$ cat config.mk
export PLATFORM = sky130hd
export DESIGN_NAME = int_decl_emitter
export DESIGN_NICKNAME = d
export VERILOG_FILES = /design/src/rtl/int_decl_emitter.sv
export SDC_FILE = /design/constraint.sdc
export NUM_CORES = 1
export LEC_CHECK = 0
export CAP_MARGIN = 20
export CORE_UTILIZATION = 45
export DETAILED_ROUTE_END_ITERATION = 7
export PLACE_DENSITY = 0.75
export SYNTH_ARGS = -nofsm -noshare
export SYNTH_HDL_FRONTEND = slang
export SYNTH_SLANG_ARGS = --single-unit
$ cat constraint.sdc
create_clock -name clk -period 2 [get_ports clk]
set_input_delay 0.4 -clock clk [delete_from_list [all_inputs] [get_ports clk]]
set_output_delay 0.4 -clock clk [all_outputs]
set_load 0.02 [all_outputs]
$ cat src/rtl/int_decl_emitter.sv
// int_decl_emitter
// Emits one C integer declaration of the form "int v0,v1,...,vK;" as an ASCII
// byte stream over a valid/ready handshake, one byte per accepted transfer.
//
// Ports:
//   clk        system clock, rising edge
//   reset      asynchronous active-low reset
//   start      request one declaration (sampled only while idle)
//   count      identifier count, latched on an accepted start (1..MAXN)
//   out_valid  out_char holds a byte on offer
//   out_char   ASCII byte on offer
//   out_ready  consumer accepts out_char when out_valid && out_ready
//   busy       high from the cycle after an accepted start until ';' is taken
//   done       one-cycle pulse after ';' is accepted
//   err        one-cycle pulse for a start with an illegal count
//
// Build option:
//   INT_DECL_EMITTER_SPACE_EN  when defined, a space follows every comma
//                              ("int v0, v1;").
//
// States:
//   IDLE | waiting for start
//   KW_I | offering 'i'
//   KW_N | offering 'n'
//   KW_T | offering 't'
//   SP   | offering ' ' after the keyword
//   PFX  | offering PREFIX before an index
//   TENS | offering tens digit (only when tens != 0)
//   ONES | offering ones digit
//   SEP  | offering ','
//   SP2  | offering ' ' after ',' (space option only)
//   SEMI | offering ';'

module int_decl_emitter #(
  parameter logic [7:0] PREFIX = 8'h76,
  parameter int         MAXN   = 99
) (
  input  logic       clk,
  input  logic       reset,
  input  logic       start,
  input  logic [6:0] count,
  output logic       out_valid,
  output logic [7:0] out_char,
  input  logic       out_ready,
  output logic       busy,
  output logic       done,
  output logic       err
);

  localparam logic [7:0] CH_I    = 8'h69;
  localparam logic [7:0] CH_N    = 8'h6E;
  localparam logic [7:0] CH_T    = 8'h74;
  localparam logic [7:0] CH_SP   = 8'h20;
  localparam logic [7:0] CH_COMMA = 8'h2C;
  localparam logic [7:0] CH_SEMI = 8'h3B;

  typedef enum logic [3:0] {
    S_IDLE,
    S_KW_I,
    S_KW_N,
    S_KW_T,
    S_SP,
    S_PFX,
    S_TENS,
    S_ONES,
    S_SEP,
`ifdef INT_DECL_EMITTER_SPACE_EN
    S_SP2,
`endif
    S_SEMI
  } state_t;

  state_t     state_q, state_d;
  logic [3:0] tens_q, tens_d;
  logic [3:0] ones_q, ones_d;
  logic [6:0] idx_q, idx_d;     // binary copy of the BCD index, for the end test
  logic [6:0] cnt_q, cnt_d;
  logic       valid_q, valid_d;
  logic [7:0] char_q, char_d;
  logic       busy_q, busy_d;
  logic       done_q, done_d;
  logic       err_q, err_d;

  logic       count_ok;

  function automatic logic [7:0] digit(input logic [3:0] d);
    return 8'h30 | {4'h0, d};
  endfunction

  assign count_ok = (count != 7'd0) && (count <= 7'(MAXN));

  always_comb begin
    state_d = state_q;
    tens_d  = tens_q;
    ones_d  = ones_q;
    idx_d   = idx_q;
    cnt_d   = cnt_q;
    valid_d = valid_q;
    char_d  = char_q;
    busy_d  = busy_q;
    done_d  = 1'b0;
    err_d   = 1'b0;

    if (state_q == S_IDLE) begin
      if (start) begin
        if (count_ok) begin
          cnt_d   = count;
          tens_d  = 4'd0;
          ones_d  = 4'd0;
          idx_d   = 7'd0;
          state_d = S_KW_I;
          valid_d = 1'b1;
          char_d  = CH_I;
          busy_d  = 1'b1;
        end else begin
          err_d = 1'b1;
        end
      end
    end else if (out_ready) begin
      // every non-idle state holds out_valid, so ready alone means accepted
      unique case (state_q)
        S_KW_I: begin
          state_d = S_KW_N;
          char_d  = CH_N;
        end
        S_KW_N: begin
          state_d = S_KW_T;
          char_d  = CH_T;
        end
        S_KW_T: begin
          state_d = S_SP;
          char_d  = CH_SP;
        end
        S_SP: begin
          state_d = S_PFX;
          char_d  = PREFIX;
        end
        S_PFX: begin
          // skip the tens digit so single-digit indices carry no leading zero
          if (tens_q != 4'd0) begin
            state_d = S_TENS;
            char_d  = digit(tens_q);
          end else begin
            state_d = S_ONES;
            char_d  = digit(ones_q);
          end
        end
        S_TENS: begin
          state_d = S_ONES;
          char_d  = digit(ones_q);
        end
        S_ONES: begin
          if ((idx_q + 7'd1) == cnt_q) begin
            state_d = S_SEMI;
            char_d  = CH_SEMI;
          end else begin
            idx_d = idx_q + 7'd1;
            if (ones_q == 4'd9) begin
              ones_d = 4'd0;
              tens_d = tens_q + 4'd1;
            end else begin
              ones_d = ones_q + 4'd1;
            end
            state_d = S_SEP;
            char_d  = CH_COMMA;
          end
        end
`ifdef INT_DECL_EMITTER_SPACE_EN
        S_SEP: begin
          state_d = S_SP2;
          char_d  = CH_SP;
        end
        S_SP2: begin
          state_d = S_PFX;
          char_d  = PREFIX;
        end
`else
        S_SEP: begin
          state_d = S_PFX;
          char_d  = PREFIX;
        end
`endif
        S_SEMI: begin
          state_d = S_IDLE;
          valid_d = 1'b0;
          char_d  = 8'h00;
          busy_d  = 1'b0;
          done_d  = 1'b1;
        end
        default: begin
          state_d = S_IDLE;
          valid_d = 1'b0;
          char_d  = 8'h00;
          busy_d  = 1'b0;
        end
      endcase
    end
  end

  always_ff @(posedge clk or negedge reset) begin
    if (!reset) begin
      state_q <= S_IDLE;
      tens_q  <= 4'd0;
      ones_q  <= 4'd0;
      idx_q   <= 7'd0;
      cnt_q   <= 7'd0;
      valid_q <= 1'b0;
      char_q  <= 8'h00;
      busy_q  <= 1'b0;
      done_q  <= 1'b0;
      err_q   <= 1'b0;
    end else begin
      state_q <= state_d;
      tens_q  <= tens_d;
      ones_q  <= ones_d;
      idx_q   <= idx_d;
      cnt_q   <= cnt_d;
      valid_q <= valid_d;
      char_q  <= char_d;
      busy_q  <= busy_d;
      done_q  <= done_d;
      err_q   <= err_d;
    end
  end

  assign out_valid = valid_q;
  assign out_char  = char_q;
  assign busy      = busy_q;
  assign done      = done_q;
  assign err       = err_q;

endmodule

==> results of run 1 <==
state kept, by name, indices dropped and copies added, names as in the netlist:
register and count:
cnt_q 7, idx_q 7, out_char 7, ones_q 4, state_q 4, tens_q 4
busy 1, done 1, err 1
cell type report:
type | count | area (µm²) | share of cell area
well taps | 52 | 65.1 | 0.0216
inverters | 9 | 33.8 | 0.0112
multi-input cells | 175 | 1300 | 0.431
repair buffers | 76 | 627 | 0.208
flip-flops and latches | 36 | 902 | 0.299
clock buffers | 8 | 90.1 | 0.0299
per-layer routing:
layer / wire [µm] / vias to the layer above / global-route usage
met4: 147 / 0 / 0.0867
met2: 3090 / 108 / 0.381
met1: 2570 / 1077 / 0.323
met3: 355 / 14 / 0.0484
li1: - / 978 / -
met5: 0 / - / 0
repair_timing:
action | in CTS | in global routing
gates resized for setup | 19 | 20
hold buffers | 0 | 0
pin swaps | 7 | 11
buffers inserted | 4 | 3
setup endpoints to repair | 27 | 27
critical path, stage by stage, from the launching register on:
cell and delay (ps):
dfrtp_2 490, xor2_2 210, xnor2_2 170, nand3_2 170
o31ai_4 440, mux2_4 330, mux2i_1 150
worst paths after layout:
path                                               from                 endpoint  cells after the start
min in group clk                               count[1]     cnt_q[1]$_DFFE_PN0P_                      3
max in group asynchronous                         reset     idx_q[2]$_DFFE_PN0P_                      2
worst max-delay path               idx_q[2]$_DFFE_PN0P_     idx_q[2]$_DFFE_PN0P_                      6
worst min register to register  out_char[3]$_DFFE_PN0P_  out_char[3]$_DFFE_PN0P_                      2
worst min-delay path                              reset  out_char[3]$_DFFE_PN0P_                      2
worst max register to register     idx_q[2]$_DFFE_PN0P_     idx_q[2]$_DFFE_PN0P_                      6
cells by family (layout without fill, tap and decap cells):
logic type | Yosys count | count (layout) | synth area share
AO/OA/AOI/OAI | 62 | 62 | 0.208
XOR/XNOR | 12 | 12 | 0.0497
buffers and inverters | 23 | 93 | 0.0515
adder cells (fa/ha/maj) | 5 | 5 | 0.0296
flip-flops | 36 | 36 | 0.426
AND/OR/NAND/NOR | 88 | 88 | 0.198
multiplexers | 7 | 7 | 0.0349
other | 1 | 1 | 0.00177
per-stage QoR:
step	total power [mW]	utilization	setup slack, ps	hold WS, ps
3_3_place_gp	2.93	0.604	-414	467
5_1_grt	4.07	0.679	-132	187
2_1_floorplan	2.22	-	7.57	104
3_5_place_dp	2.97	0.604	-481	471
6_report	3.82	0.679	-48.3	139
4_1_cts	3.65	0.654	-4.99	151
where the power goes:
group / leakage [nW] / switching [mW] / internal (mW)
Clock: 0.0455 / 0.266 / 0.281
Combinational: 0.864 / 1.15 / 1.02
Sequential: 0.462 / 0.171 / 0.939
placed cells by master (no fill, tap or decap), types with 3 or more instances in the layout:
| master | Yosys | layout |
|---|---|---|
| a21o_1 | 3 | 3 |
| a21oi_1 | 7 | 7 |
| a22o_1 | 3 | 3 |
| a22oi_1 | 3 | 3 |
| a31oi_1 | 5 | 3 |
| buf_4 | 3 | 53 |
| clkbuf_8 | 0 | 6 |
| clkdlybuf4s50_1 | 0 | 18 |
| dfrtp_1 | 36 | 35 |
| ha_1 | 5 | 4 |
| inv_1 | 9 | 9 |
| mux2i_1 | 4 | 4 |
| nand2_1 | 37 | 36 |
| nand3_1 | 13 | 10 |
| nand3_2 | 1 | 3 |
| nor2_1 | 13 | 12 |
| nor3_1 | 5 | 5 |
| o21a_1 | 4 | 4 |
| o21ai_0 | 12 | 10 |
| o21ai_1 | 1 | 3 |
| o22ai_1 | 4 | 4 |
| o31ai_1 | 3 | 3 |
| xnor2_1 | 9 | 4 |
| xnor2_2 | 0 | 5 |
==> results by group, run 1 <==
Floorplan
  • Full die area: 0.00498 mm²
  • Row count: 24
  • Core area: 0.00444 mm²
  • Initial core utilization: 0.476
  • Die width: 70.6 µm
  • Top Ports: 23
  • Chip Height: 70.6 µm

Global route
  • Gr usage total: 0.238
  • Vias in the first global route: 1,919
  • Initial antenna violation count: 0
  • First-pass GRT wire length: 9230 µm
  • GRT Residual Overflow: 0
  • Largest net degree at the start of global routing: 37

Drt
  • WL final: 6170 µm
  • Antenna violation net count after detailed routing: 0
  • Avg Vias per Cell: 6.12
  • Residual DRC count: 2
  • Via count: 2,177
  • Initial drt markers: 195
  • DR WL/cell: 17.3 µm
  • DRT Pass-1 Iters: 7

Status
  • Failing checks: DRC, setup timing
  • Outcome: finished with violations

Setup path
  • CP required: 2210 ps
  • Reg2Reg Setup Slack: -50 ps
  • Critical-path maximum fanout: 5
  • Crit. End Element: flop
  • Arrival time at the worst endpoint: 2260 ps
  • Startpoint types: flop
  • Setup Crit Path Kind: flop to flop

Cells and area
  • Final non-filler cell total: 356
  • Share of cells above drive strength 1: 0.309
  • P&R area growth vs syn: 42.7%
  • Fillers: 340
  • Final Cell Area: 0.00302 mm²
  • # diodes: 0
  • # nets final: 319

Logic synthesis
  • Synthesis Warnings: 0
  • Top cell type's share of synthesized area: 0.426
  • Synthesized Nets: 250
  • Avg Inst Size Synth: 9.04 µm²
  • Fraction of registers with async set/reset: 1.00
  • Post-synth top cells: nand2_1, dfrtp_1, nand3_1, nor2_1, o21ai_0
  • Prevailing post-synth register cell: dfrtp_1
  • Syn Std Cell Area: 0.00211 mm²
  • Cells after Synth: 234
  • Number of synthesized flops with an enable pin: 0
  • Largest cells by area after synthesis: dfrtp_1, nand2_1, xnor2_1, nand3_1, ha_1
  • Seq/Total Area, Yosys: 0.426
  • Yosys reg bits: 36
  • Largest area contributor in the synthesized netlist: dfrtp_1
  • Count leader, synth: nand2_1
  • Cell variety after synth: 56

Clocking
  • TritonCTS clock tree: built
  • CTS H-tree depth: 2
  • Max Root-Sink Buffers: 2
  • Num CTS Buffers: 5
  • Clock transition at the registers of the reported paths: 70 ps
  • CTS root buffer: clkbuf_8
  • Clock sink count: 36
  • Clock latency on the worst-skew pair: 300 ps

Flow run
  • Max cap viols: 0

STA
  • Clock skew: 5.00 ps
  • RSZ-0062 raised after global routing: yes
  • Final Cycle Share: 1.02
  • Min setup slack post-route: -48.3 ps
  • Final Max Tran Viols: 0
  • Min Clock Period, post-route: 2050 ps
  • Fmax: 488 MHz
  • Hold Fails Final Rpt: 0
  • Final TNS setup: -99.7 ps
  • Setup violators final: 6

Place
  • DP Area: 0.00268 mm²
  • Inst Count DP: 341
  • Detail Placement HPWL: 3870 µm
  • IO buf count: 21
  • RePlAce Congestion: 0.892

Min path
  • Worst hold path type: input pin to async pin

Power
  • Power Density: 1270 mW/mm²
  • LEAKAGE: 1.37 nW
  • Worst vdd ir: 0.000424 V
No activity file was read; power rests on OpenSTA's default activity.
==> run 2: changes to the inputs <==
--- a/config.mk
+++ b/config.mk
@@ -9,6 +9,7 @@
 export CORE_UTILIZATION = 45
 export DETAILED_ROUTE_END_ITERATION = 7
 export PLACE_DENSITY = 0.75
+export SLEW_MARGIN = 40
 export SYNTH_ARGS = -nofsm -noshare
 export SYNTH_HDL_FRONTEND = slang
 export SYNTH_SLANG_ARGS = --single-unit
==> results of run 2 <==
Same layout as run 1: the final DEF is identical, and so are final timing and power.
